## config.mk

```make
export PLATFORM = sky130hd
export DESIGN_NAME = seq_add
export DESIGN_NICKNAME = d
export VERILOG_FILES = /design/src/rtl/seq_add.sv
export SDC_FILE = /design/constraint.sdc
export NUM_CORES = 1
export LEC_CHECK = 0
export BUFFER_PORTS_ARGS = -buffer_cell sky130_fd_sc_hd__buf_2
export CAP_MARGIN = 10
export CORE_MARGIN = 3
export CORE_UTILIZATION = 47
export CTS_CLUSTER_SIZE = 14
export DETAILED_ROUTE_END_ITERATION = 10
export GPL_TIMING_DRIVEN = 0
export HOLD_SLACK_MARGIN = 0.15
export PLACE_DENSITY = 0.69
export SLEW_MARGIN = 20
export SYNTH_ARGS = -nofsm -noshare
export SYNTH_HDL_FRONTEND = slang
export SYNTH_SLANG_ARGS = --single-unit
```

## constraint.sdc

```tcl
create_clock -name clk -period 6.6 [get_ports clk]
set_input_delay 1.98 -clock clk [delete_from_list [all_inputs] [get_ports clk]]
set_output_delay 1.98 -clock clk [all_outputs]
set_load 0.05 [all_outputs]
```

## src/rtl/seq_add.sv

```systemverilog
// seq_add: multi-cycle add/subtract over B-bit operands, processed W bits
// per clock (LSB chunk first) with the ripple carry held in a register.
// The result, carry and signed overflow are published together with a
// one-cycle done pulse; partial sums stay internal until completion.
module seq_add #(
   parameter int B = 8,
   parameter int W = 2
) (
   input  logic         clk,
   input  logic         rst_n,
   input  logic         start,
   input  logic         sub,
   input  logic [B-1:0] a,
   input  logic [B-1:0] b,
   input  logic         ca,
   output logic         busy,
   output logic         done,
   output logic [B-1:0] su,
   output logic         co,
   output logic         ov
);

   localparam int N  = B / W;
   localparam int CW = (N > 1) ? $clog2(N) : 1;
   localparam int IW = $clog2(B);

   typedef enum logic {IDLE, RUN} state_t;

   state_t         state;
   state_t         state_nx;
   logic [CW-1:0]  cnt;
   logic [B-1:0]   a_r;
   logic [B-1:0]   b_r;
   logic [B-1:0]   res_r;
   logic [B-1:0]   res_nx;
   logic           carry_r;
   logic [IW-1:0]  base;
   logic [W-1:0]   a_ch;
   logic [W-1:0]   b_ch;
   logic [W-1:0]   s_ch;
   logic           c_out;
   logic           last;
   logic           accept;

   // Signed overflow of the MSB: the carry into the MSB is recovered from
   // the MSB operand and sum bits, then compared with the carry out.
   function automatic logic signed_ovf(input logic a_msb, input logic b_msb,
                                       input logic s_msb, input logic c_msb_out);
      return (a_msb ^ b_msb ^ s_msb) ^ c_msb_out;
   endfunction

   assign accept = (state == IDLE) && start;
   assign busy   = (state == RUN);
   assign last   = (cnt == CW'(N - 1));
   assign base   = IW'(cnt) * IW'(W);
   assign a_ch   = a_r[base +: W];
   assign b_ch   = b_r[base +: W];

   // Chunk adder: W-bit slice of both operands plus the stored carry.
   always_comb begin
      {c_out, s_ch} = {1'b0, a_ch} + {1'b0, b_ch} + {{W{1'b0}}, carry_r};
   end

   // Merge the fresh chunk sum into the partial result at the current slice.
   always_comb begin
      res_nx = res_r;
      res_nx[base +: W] = s_ch;
   end

   // Next-state logic: IDLE waits for start, RUN leaves after the last chunk.
   always_comb begin
      state_nx = state;
      case (state)
         IDLE:    if (start) state_nx = RUN;
         RUN:     if (last)  state_nx = IDLE;
         default: state_nx = IDLE;
      endcase
   end

   // State register.
   always_ff @(posedge clk or negedge rst_n) begin
      if (!rst_n) state <= IDLE;
      else        state <= state_nx;
   end

   // Operand capture and per-chunk ripple. Subtraction is a + ~b + ~ca, so
   // the inversions are applied once at capture time.
   always_ff @(posedge clk or negedge rst_n) begin
      if (!rst_n) begin
         a_r     <= '0;
         b_r     <= '0;
         res_r   <= '0;
         carry_r <= 1'b0;
         cnt     <= '0;
      end else if (accept) begin
         a_r     <= a;
         b_r     <= sub ? ~b : b;
         carry_r <= sub ? ~ca : ca;
         res_r   <= '0;
         cnt     <= '0;
      end else if (state == RUN) begin
         res_r   <= res_nx;
         carry_r <= c_out;
         cnt     <= last ? '0 : cnt + 1'b1;
      end
   end

   // Publish result, carry and overflow together with the done pulse.
   always_ff @(posedge clk or negedge rst_n) begin
      if (!rst_n) begin
         su   <= '0;
         co   <= 1'b0;
         ov   <= 1'b0;
         done <= 1'b0;
      end else begin
         done <= 1'b0;
         if ((state == RUN) && last) begin
            su   <= res_nx;
            co   <= c_out;
            ov   <= signed_ovf(a_ch[W-1], b_ch[W-1], s_ch[W-1], c_out);
            done <= 1'b1;
         end
      end
   end

endmodule

```

Word level (Yosys, flattened, before mapping):

Index checks and enable logic that the tools add are counted.

* output and inout port bits: 12
* flip-flop bits (word level): 39
* logic and storage cells: 42

* mux-type cells: 14
* eq/ne operators: 1
* reductions and logical operators: 3
* add/sub/neg operators: 4
* shift operators: 4
* bitwise gates (word level): 6

Operators by type and width (number)
* 8-bit two-way mux: 3
* 8-bit by 4-bit indexed part select with 2-bit output: 2
* 8-bit bitwise mux: 1
* 8-bit NOT: 1
* 2-bit by 5-bit variable shift with 8-bit output, first input constant: 1
* 2-bit by 5-bit indexed part select with 8-bit output: 1
* 1-bit two-way mux: 6
* 2-bit two-way mux: 3
* 3-bit negator with 5-bit output: 1
* 2-bit by 2-bit adder with 3-bit output: 1
* 3-bit by 1-bit adder with 3-bit output: 1
* 1-bit XOR: 3
* 2-bit by 1-bit adder with 2-bit output, second input constant: 1
* 2-bit equality test, second input constant: 1
* 1-bit logical AND: 2
* 1-bit NOT: 2
* 1-bit one-hot mux with 2 select lines: 1
* 2-bit nonzero test: 1

Depth between registers and ports, before layout:

Gate-level depths: netlist of the first run.

* depth after elaboration: 7
* depth in mapped cells: 7
* depth with buffers taken out: 6

Worst setup path before layout of the first run:

Ideal clock, no wire load.

* kind: in2reg
* from: input port start
* to: register a_r[3]
* data required time: 6475 ps
* slack: 3911 ps
* arrival time: 2564 ps
* stages: 4
* setup time: 125 ps
* path buffers: 2
* cell sequence: nand2b_1 > buf_6 > buf_8 > mux2_4

* cells in the longest elaborated chain, start to end: 1

RTL lines
* start, declared: RTL line 11 `input logic start,`
* 1-bit logical AND: RTL line 52 `assign accept = (state == IDLE) && start;`
* end signal, assigned: RTL line 90 `a_r <= '0;`
* end signal, assigned: RTL line 96 `a_r <= a;`
* end, declared: RTL line 32 `logic [B-1:0] a_r;`

Every way passes these cells.
A chain may end at the register's enable or synchronous reset.

Final worst setup path of the first run:

* from: register state, in the netlist busy
* to: output port busy

RTL lines
* start, declared: RTL line 29 `state_t state;`
* start signal, assigned: RTL line 83 `else state <= state_nx;`
* end, declared: RTL line 16 `output logic busy,`

No word-level cell between the ends.

==> results of run 1 <==
## final timing paths
check / end / slack [ns]
min: b_r[5] / 0.49
max reg2reg: ov / 3.86
min reg2reg: b_r[5] / 0.49
min in group asynchronous: su[1] / 1.81
max: busy / 3.68
max in group asynchronous: ov / 4.25
## placed cells by master, fill, tap and decap left out, drive strengths merged, types with 2 or more instances in the layout
cell and n:
mux4 4, o22ai 2, buf 39, a22o 2, a21oi 10, nor2 8, xnor2 10, fa 2
ha 7, dfrtp 39, nor2b 6, nand2 17, clkbuf 6, and4bb 3, o21ai 16, o31ai 2
inv 7, nand2b 2, mux2 12
## report_power, final
group          switching (µW)  leakage [µW]  internal [µW]
sequential               66.9      0.000488            351
combinational             427      0.000529            312
clock                    74.5     0.0000371           70.4
total                     569       0.00105            733
## sequential cells by signal, summed over array words and instances (netlist names)
signal and flops:
res_r 8, ov 1, done 1, carry_r 1, busy 1, b_r 8
cnt 2, co 1, a_r 8, su 8
## metal layers
| layer | vias up | routed length, µm |
|---|---|---|
| met5 | - | 0 |
| met2 | 26 | 1973 |
| met3 | 6 | 150 |
| li1 | 623 | - |
| met4 | 0 | 53 |
| met1 | 657 | 1653 |
## cell families (layout without fill, tap and decap cells)
kind of cell | Yosys count | in the layout
buffers and inverters | 15 | 52
muxes | 17 | 17
and+or+nand+nor | 38 | 38
xor gates and xnor gates | 11 | 11
adders and majority gates | 9 | 9
DFF | 39 | 39
AOI/OAI and AO/OA | 33 | 33
## area by class of cell
type / count / area share (%)
tap: 48 / 2.695
timing repair buffer: 31 / 6.962
inverter: 7 / 1.179
multi-input combinational: 108 / 38.35
buffer: 8 / 3.762
sequential: 39 / 43.80
clock buffer: 6 / 3.257
## metrics by stage
step	utilization, %	instances
2_1_floorplan	-	162
3_5_place_dp	56.34	241
3_3_place_gp	56.34	241
4_1_cts	58.24	247
5_1_grt	58.24	247
6_report	58.24	247
==> summary.txt, run 1 <==
Run status
  – Status: finished clean

Synthesis
  – Area contributors post-synth: dfrtp_1, mux2_2, mux4_2, ha_1, xnor2_1
  – Largest area contributor in the netlist: dfrtp_1
  – Fraction of registers with async set/reset: 100.0%
  – Most frequent cell after synthesis: dfrtp_1
  – Commonest cells post-synth: dfrtp_1, nand2_1, o21ai_0
  – Adder-cell share of the synthesized area: 6.576%
  – Largest family of logic cells by synthesized area: multiplexers
  – Post-Syn Area: 1941 µm²
  – Post-synthesis area per instance: approximately 12 µm²
  – #FFs+latches synth: 39
  – Post-synth top flop: dfrtp_1
  – Xor/xnor share of the synthesized area: under 10%
  – Synth warn: 0
  – Syn_nets: ~190
  – Post-synth top area share: approximately 50%
  – Post-synth EDFFs: 0
  – Post-synthesis simple-gate area fraction: 10.25%
  – Post-synthesis mux area share: roughly 13%
  – Netlist cell types: 28
  – Synth Area in Compound Gates: under 10%
  – Sequential fraction of the synthesis area: between 50% and 60%
  – Synth Instances: 162

GRT
  – Vias in the first global route: roughly 1400
  – Maximum number of pins on one net before global-route repair: 40
  – GRT Max-Usage Layer: met2
  – GR Util All Layers: between 10% and 20%
  – M2 GR Usage: 29.83%
  – Met3 usage: approximately 3.5%
  – Initial antenna violation count: 0
  – Global route overflow: 0
  – First-pass GRT wire length: between 6 and 7 mm
  – Met1 usage: 21.71%

Worst setup path
  – CP startpoint: busy
  – CP peak stage delay: ~0.38 ns
  – Bufs and invs on worst path: 1
  – Worst path cell trace: buf_2
  – R2r worst-path depth: 6
  – Critical Path RT: about 4.6 ns
  – Crit path arrival time: 0.94 ns
  – RR Startpoint: cnt[0]
  – Cell family with most CP delay: flip-flops
  – Crit end category: primary output
  – Kind of critical path: flip-flop to primary output
  – Critical path depth in cells: 1
  – Startpoint Class: flip-flop
  – CP Max Fanout: 3
  – CP max stage cell: dfrtp_1

Timing
  – Layout Skew: about 0.0058 ns
  – Worst slew margin: a little over two fifths
  – Setup TNS: 0 ns
  – Worst-margin pin slew: 0.8647 ns
  – Tcrit/Tclk final: 44.21%
  – Min cycle time layout: ~3 ns
  – Hold WS: between 0.4 and 0.5 ns
  – Final Max Slew Viols: 0
  – Final Hold Viols: 0
  – RSZ-0062 raised after global routing: no
  – Final setup viols: 0
  – Max Fclk: roughly 340 MHz
  – Final WS setup: about 3.7 ns

Hold path
  – Hold crit path type: flip-flop to flip-flop
  – Hold path depth: 2
  – Hold_sp: b_r[5]

Run
  – Max Cap Viol: 0

Clock tree
  – Clk sinks: 39
  – Root cell of the clock tree: clkbuf_8
  – Resized cells post-CTS: 0
  – CTS Buf Count: 5
  – CTS H-tree lvls: 2
  – Clk slew on worst S/H paths: 0.07 ns
  – CTS tree: done
  – Worst-Skew Late Latency: a little under 0.3 ns
  – Hold_buf cts: 0
  – Postcts setup bufs: 0
  – Maximum root-to-sink buffer count: 2

Floorplanning
  – Placeable Area: 3826 µm²
  – Die W: about 70 µm
  – Initial Util: roughly half
  – I/O Pins: 33
  – FP Rows: 22
  – DIE AREA: 4936 µm²
  – Die height: between 70 and 80 µm

Power
  – Leak: approximately 0.0011 µW
  – Pwr/cell area: between 500 and 600 nW/µm²
  – Worst VDD drop: 0.2701 mV
  – Total power: between 1000 and 1500 µW

Drt
  – Post-route ant nets: 0
  – Avg WL per Cell: around 16 µm
  – DRC: 0
  – Vias: around 1300
  – DR iter-0 viols: 67
  – First-pass DRT Iterations: 4
  – DR vias/cell: 5.312
  – Total wire length: ~3.8 mm

Layout
  – P&R area growth vs syn: 14.83%
  – Antenna cells: 0
  – Share of cells above drive strength 1: 32.16%
  – Fillers: 336
  – Area of the multi-input gates: ~850 µm²
  – Post-route cell area: ~2200 µm²
  – Reg area: ~980 µm²
  – Nets: 230

Placement
  – Gpl congestion: around 0.8
  – DP Wirelength: about 2.8 mm
  – DP Area: around 2200 µm²
  – Number of port buffers: 31
  – Dpl ws: between 3 and 4 ns
(Power assumes the default switching activity.)
==> inputs of run 2 (changes only) <==
- ABC_AREA: unset -> 1
- PLACE_DENSITY: 0.69 -> 0.68
- clock period: 6.6 -> 2.9 ns (I/O delays scaled with it)
==> summary.txt, run 2 <==
Run status
  – Status: finished clean

GRT
  – Global route overflow: 0
  – Maximum number of pins on one net before global-route repair: 40
  – Initial antenna violation count: 0
  – Vias in the first global route: roughly 1600
  – First-pass GRT wire length: 7.003 mm
  – GR Util All Layers: ~18%

Placement
  – DP Wirelength: between 2 and 3 mm
  – Gpl congestion: 0.7912
  – Number of port buffers: 30
  – Dpl ws: 0.3082 ns
  – Placed cell count: 330

Synthesis
  – Most frequent cell after synthesis: nand2_1
  – Post-synth top flop: dfrtp_1
  – Synth Area in Compound Gates: under 10%
  – Sequential fraction of the synthesis area: between 40% and 50%
  – Adder-cell share of the synthesized area: under 10%
  – Syn_nets: 280
  – Post-synth EDFFs: 0
  – Area contributors post-synth: dfrtp_1, nand2_1, ha_1, nor2_1, nand3_1
  – Post-Syn Area: between 2000 and 2500 µm²
  – Synth Instances: 250
  – #FFs+latches synth: 39
  – Largest area contributor in the netlist: dfrtp_1
  – Largest family of logic cells by synthesized area: simple AND/OR/NAND/NOR gates
  – Post-synthesis mux area share: 0%
  – Netlist cell types: 21
  – Commonest cells post-synth: nand2_1, dfrtp_1, nor2_1
  – Post-synth top area share: between 40% and 50%
  – Post-synthesis area per instance: just over 8 µm²
  – Fraction of registers with async set/reset: between 90% and 100%
  – Xor/xnor share of the synthesized area: under 10%
  – Post-synthesis simple-gate area fraction: 27.44%
  – Synth warn: 0

Worst setup path
  – Critical Path RT: between 3 and 4 ns
  – CP Max Fanout: 10
  – Crit end category: flip-flop
  – Startpoint Class: flip-flop
  – R2r worst-path depth: 12
  – Kind of critical path: flip-flop to flip-flop
  – Crit path arrival time: 2.82 ns

Timing
  – Final Hold Viols: 0
  – Layout Skew: 0.004155 ns
  – RSZ-0062 raised after global routing: no
  – Final setup viols: 0
  – Max Fclk: 386.6 MHz
  – Worst-margin pin slew: 0.8569 ns
  – Hold WS: ~0.47 ns
  – Final Max Slew Viols: 0
  – Setup TNS: 0 ns
  – Worst slew margin: 42.87%
  – Final WS setup: ~0.31 ns
  – Min cycle time layout: 2.587 ns
  – Tcrit/Tclk final: between 80% and 90%

Power
  – Clock share of power: about 14%
  – P_int: about 1500 µW
  – Reg power frac: between 30% and 40%
  – Pwr/cell area: around 1200 nW/µm²
  – Worst VDD drop: roughly 0.84 mV
  – Share of power burned in combinational logic: a little over half
  – Switching share of power: between 40% and 50%
  – Total power: around 2900 µW
  – Leak: ~0.0013 µW
  – Sw Pwr: 1364 µW

Floorplanning
  – FP Rows: 23
  – Die height: 72.00 µm
  – DIE AREA: slightly above 5000 µm²
  – Die W: a little over 70 µm
  – Placeable Area: slightly above 4000 µm²
  – Initial Util: 50.09%
  – I/O Pins: 33

Clock tree
  – Root cell of the clock tree: clkbuf_8
  – Clk sinks: 39
  – Resized cells post-CTS: 0
  – CTS tree: done
  – CTS Buf Count: 5
  – Postcts setup bufs: 0
  – CTS H-tree lvls: 2
  – Maximum root-to-sink buffer count: 2
  – Clk slew on worst S/H paths: roughly 0.07 ns
  – Worst-Skew Late Latency: 0.29 ns
  – Hold_buf cts: 0

Layout
  – Commonest non-fill, non-tap cell in the layout: nand2_1
  – Nets: between 300 and 400
  – P&R area growth vs syn: 15.28%
  – Fin cells: around 340
  – Commonest cells after routing, fill and taps aside: nand2_1, dfrtp_1, buf_2, nor2_1, inv_1
  – Antenna cells: 0
  – Share of cells above drive strength 1: a little under a fifth

Hold path
  – Hold path depth: 2
  – Hold crit path type: flip-flop to flip-flop

Drt
  – Vias: approximately 1600
  – First-pass DRT Iterations: 4
  – Post-route ant nets: 0
  – DRC: 0
  – DR iter-0 viols: between 70 and 80
  – DR vias/cell: between 4 and 5
  – Total wire length: 3.997 mm
  – Avg WL per Cell: 11.83 µm

Run
  – Max Cap Viol: 0
==> run 2: worst paths after layout <==
kind / start / endpoint / slack, ns
min reg2reg: a_r[3] / a_r[3] / 0.47
min in group asynchronous: rst_n / a_r[6] / 0.69
max in group asynchronous: rst_n / a_r[4] / 1.68
max reg2reg: cnt[0] / su[3] / 0.31
min: a_r[3] / a_r[3] / 0.47
max: cnt[0] / su[3] / 0.31
==> run 2: power by group through the flow <==
stage	clock [µW]	combinational (µW)	sequential, µW
final	397	1560	920
after global routing	426	1800	953
after CTS	414	1580	922
after detailed placement	0	1580	926
after global placement	0	1550	926
after floorplan	0	1000	1130
==> run 2: logic make-up (layout without fill, tap and decap cells) <==
family | Yosys count | count (layout)
xor+xnor | 8 | 8
buf+inv | 28 | 66
flops | 39 | 39
simple gates | 138 | 138
fa+ha+maj | 9 | 9
compound gates | 28 | 28
==> run 2: layer usage <==
metal | vias to the layer above | wire [µm] | track usage [%]
met2 | 26 | 1841 | 27.76
met4 | 0 | 91 | 9.395
met5 | - | 0 | 0
met3 | 7 | 140 | 3.047
li1 | 849 | - | -
met1 | 722 | 1922 | 23.35
==> run 2: per-stage QoR <==
| step | utilization (%) | cell area, µm² |
|---|---|---|
| 6_report | 57.75 | 2360 |
| 5_1_grt | 57.75 | 2360 |
| 4_1_cts | 57.75 | 2360 |
| 3_5_place_dp | 55.30 | 2260 |
| 3_3_place_gp | 55.30 | 2260 |
| 2_1_floorplan | - | 2047 |
==> run 2: final cells by class <==
cell class / count / area [µm²]
Tap cell: 50 / 62.56
Clock buffer: 8 / 100.1
Multi-Input combinational cell: 183 / 912.1
Timing Repair Buffer: 30 / 150.1
Buffer: 10 / 91.34
Inverter: 18 / 67.56
Fill cell: 401 / 1727
Sequential cell: 39 / 975.9
==> run 2: critical path, cell delays in order (launching register included) <==
cell and delay [ns]:
dfrtp_1 0.42, buf_4 0.18, buf_6 0.14, o21ai_0 0.16
o22ai_1 0.14, fa_1 0.42, fa_1 0.56, inv_1 0.08
nor2_1 0.14, nand3_1 0.09, nand2_1 0.09, nand2_1 0.05
nand2_1 0.05
==> inputs of run 3 (changes only) <==
- clock period: 2.9 -> 2.7 ns (I/O delays scaled with it)
==> summary.txt, run 3 (synthesis results as in run 2) <==
Worst setup path
  – CP max stage cell: fa_2
  – Worst path cell trace: buf_4, buf_6, o21ai_2, o22ai_2, fa_1, fa_2, inv_1, nor2_2, nand3_1, nand2_1, nand2_1, nand2_1
  – CP peak stage delay: about 0.57 ns
  – CP endpoint: res_r[3]
  – CP startpoint: cnt[0]
  – Critical path depth in cells: 12
  – R2r endpoint: res_r[3]
  – Most Frequent Cell on Critical Path: nand2_1
  – Cell family with most CP delay: adder cells
  – R2r worst-path depth: 12
  – Crit end category: flip-flop
  – RR Startpoint: cnt[0]
  – Kind of critical path: flip-flop to flip-flop
  – Setup slack, reg-to-reg: about 0.26 ns
  – CP Max Fanout: 10
  – Startpoint Class: flip-flop
  – Crit path arrival time: ~2.7 ns
  – Critical Path RT: 2.93 ns
  – Bufs and invs on worst path: 3

Layout
  – Commonest cells after routing, fill and taps aside: nand2_1, dfrtp_1, buf_2, nor2_1, inv_1
  – Util after Layout: 58.33%
  – P&R area growth vs syn: 16.44%
  – Share of cells above drive strength 1: 20.07%
  – Commonest non-fill, non-tap cell in the layout: nand2_1
  – Nets: about 320
  – Antenna cells: 0
  – Fin cells: about 340

Timing
  – Min cycle time layout: ~2.4 ns
  – Final Max Slew Viols: 0
  – RSZ-0062 raised after global routing: no
  – Worst-margin pin slew: ~0.86 ns
  – Setup TNS: 0 ns
  – Layout Skew: slightly below 0.004 ns
  – Final WS setup: roughly 0.26 ns
  – Final setup viols: 0
  – Final Hold Viols: 0
  – Tcrit/Tclk final: about nine tenths
  – Worst slew margin: ~43%
  – Max Fclk: a little over 400 MHz

Drt
  – Post-route ant nets: 0
  – DR vias/cell: approximately 4.8
  – DR iter-0 viols: 67
  – Total wire length: around 4 mm
  – First-pass DRT Iterations: 4
  – Vias: around 1600
  – Avg WL per Cell: roughly 12 µm
  – DRC: 0

Hold path
  – Hold crit path type: flip-flop to flip-flop
  – Hold_sp: a_r[3]

GRT
  – Maximum number of pins on one net before global-route repair: 40
  – Initial antenna violation count: 0
  – Global route overflow: 0
  – GR Util All Layers: between 10% and 20%
  – Vias in the first global route: approximately 1600
  – First-pass GRT wire length: roughly 7 mm

Floorplanning
  – I/O Pins: 33
  – Die height: between 70 and 80 µm
  – FP Rows: 23
  – Placeable Area: ~4000 µm²
  – Initial Util: approximately 50%
  – DIE AREA: about 5200 µm²
  – Die W: ~72 µm

Clock tree
  – Hold_buf cts: 0
  – Clk sinks: 39
  – Maximum root-to-sink buffer count: 2
  – Root cell of the clock tree: clkbuf_8
  – Clk slew on worst S/H paths: about 0.07 ns
  – CTS Buf Count: 5
  – Worst-Skew Late Latency: ~0.29 ns
  – CTS H-tree lvls: 2
  – CTS tree: done

Placement
  – Gpl congestion: ~0.79
  – Dpl ws: 0.1082 ns
  – Placed cell count: 330
  – Number of port buffers: 30
  – DP Wirelength: 2.872 mm

Power
  – Pwr/cell area: ~1300 nW/µm²
  – Worst VDD drop: around 0.9 mV
  – Leak: around 0.0013 µW

Run
  – Max Cap Viol: 0

Run status
  – Status: finished clean
## run 3: what timing repair did
action,in CTS,in global routing
setup buffers,0,1
gates resized for setup,0,7
setup endpoints to repair,0,7
## run 3: through the flow
step                instance area (µm²)  hold WS, ns  power [µW]
CTS                                2360       0.4726        3132
floorplan                          2047       0.4366        2295
detailed placement                 2260       0.4539        2690
global route                       2384       0.4895        3481
finish                             2384       0.4728        3153
global placement                   2260       0.4517        2654
## run 3: worst min path at each step
stage,endpoint,slack (ns),depth (start not counted)
finish,a_r[3],0.47,2
floorplan,a_r[4],0.44,2
CTS,a_r[3],0.47,2
detailed placement,a_r[3],0.45,2
global placement,a_r[3],0.45,2
global route,a_r[5],0.49,2
## run 3: worst register-to-register path, delay by kind of cell, from the launching register on
kind	cells	cell delay [ns]
flops	1	0.39
compound gates	2	0.25
simple gates	5	0.37
buf+inv	3	0.38
fa+ha+maj	2	0.99
## run 3: power by group
group          switching, µW  internal, µW  total, µW
clock network            194           233        427
logic                   1150           592       1740
registers                148           839        987
## run 3: routing by layer
metal / track usage [%] / vias to the layer above / part of all wire (%)
li1: - / 850 / -
met1: 23.35 / 738 / 48
met2: 27.76 / 27 / 46
met3: 3.047 / 7 / 3.7
met4: 9.395 / 0 / 2.2
met5: 0 / - / 0
## run 3: cell type report
cell class                 count  area, µm²
tap                           50      62.56
timing repair buffer          31      157.7
clock buffer                   8      100.1
buffer                        10      91.34
sequential                    39      977.2
fill                         393       1703
multi-input combinational    183      927.1
inverter                      18      67.56
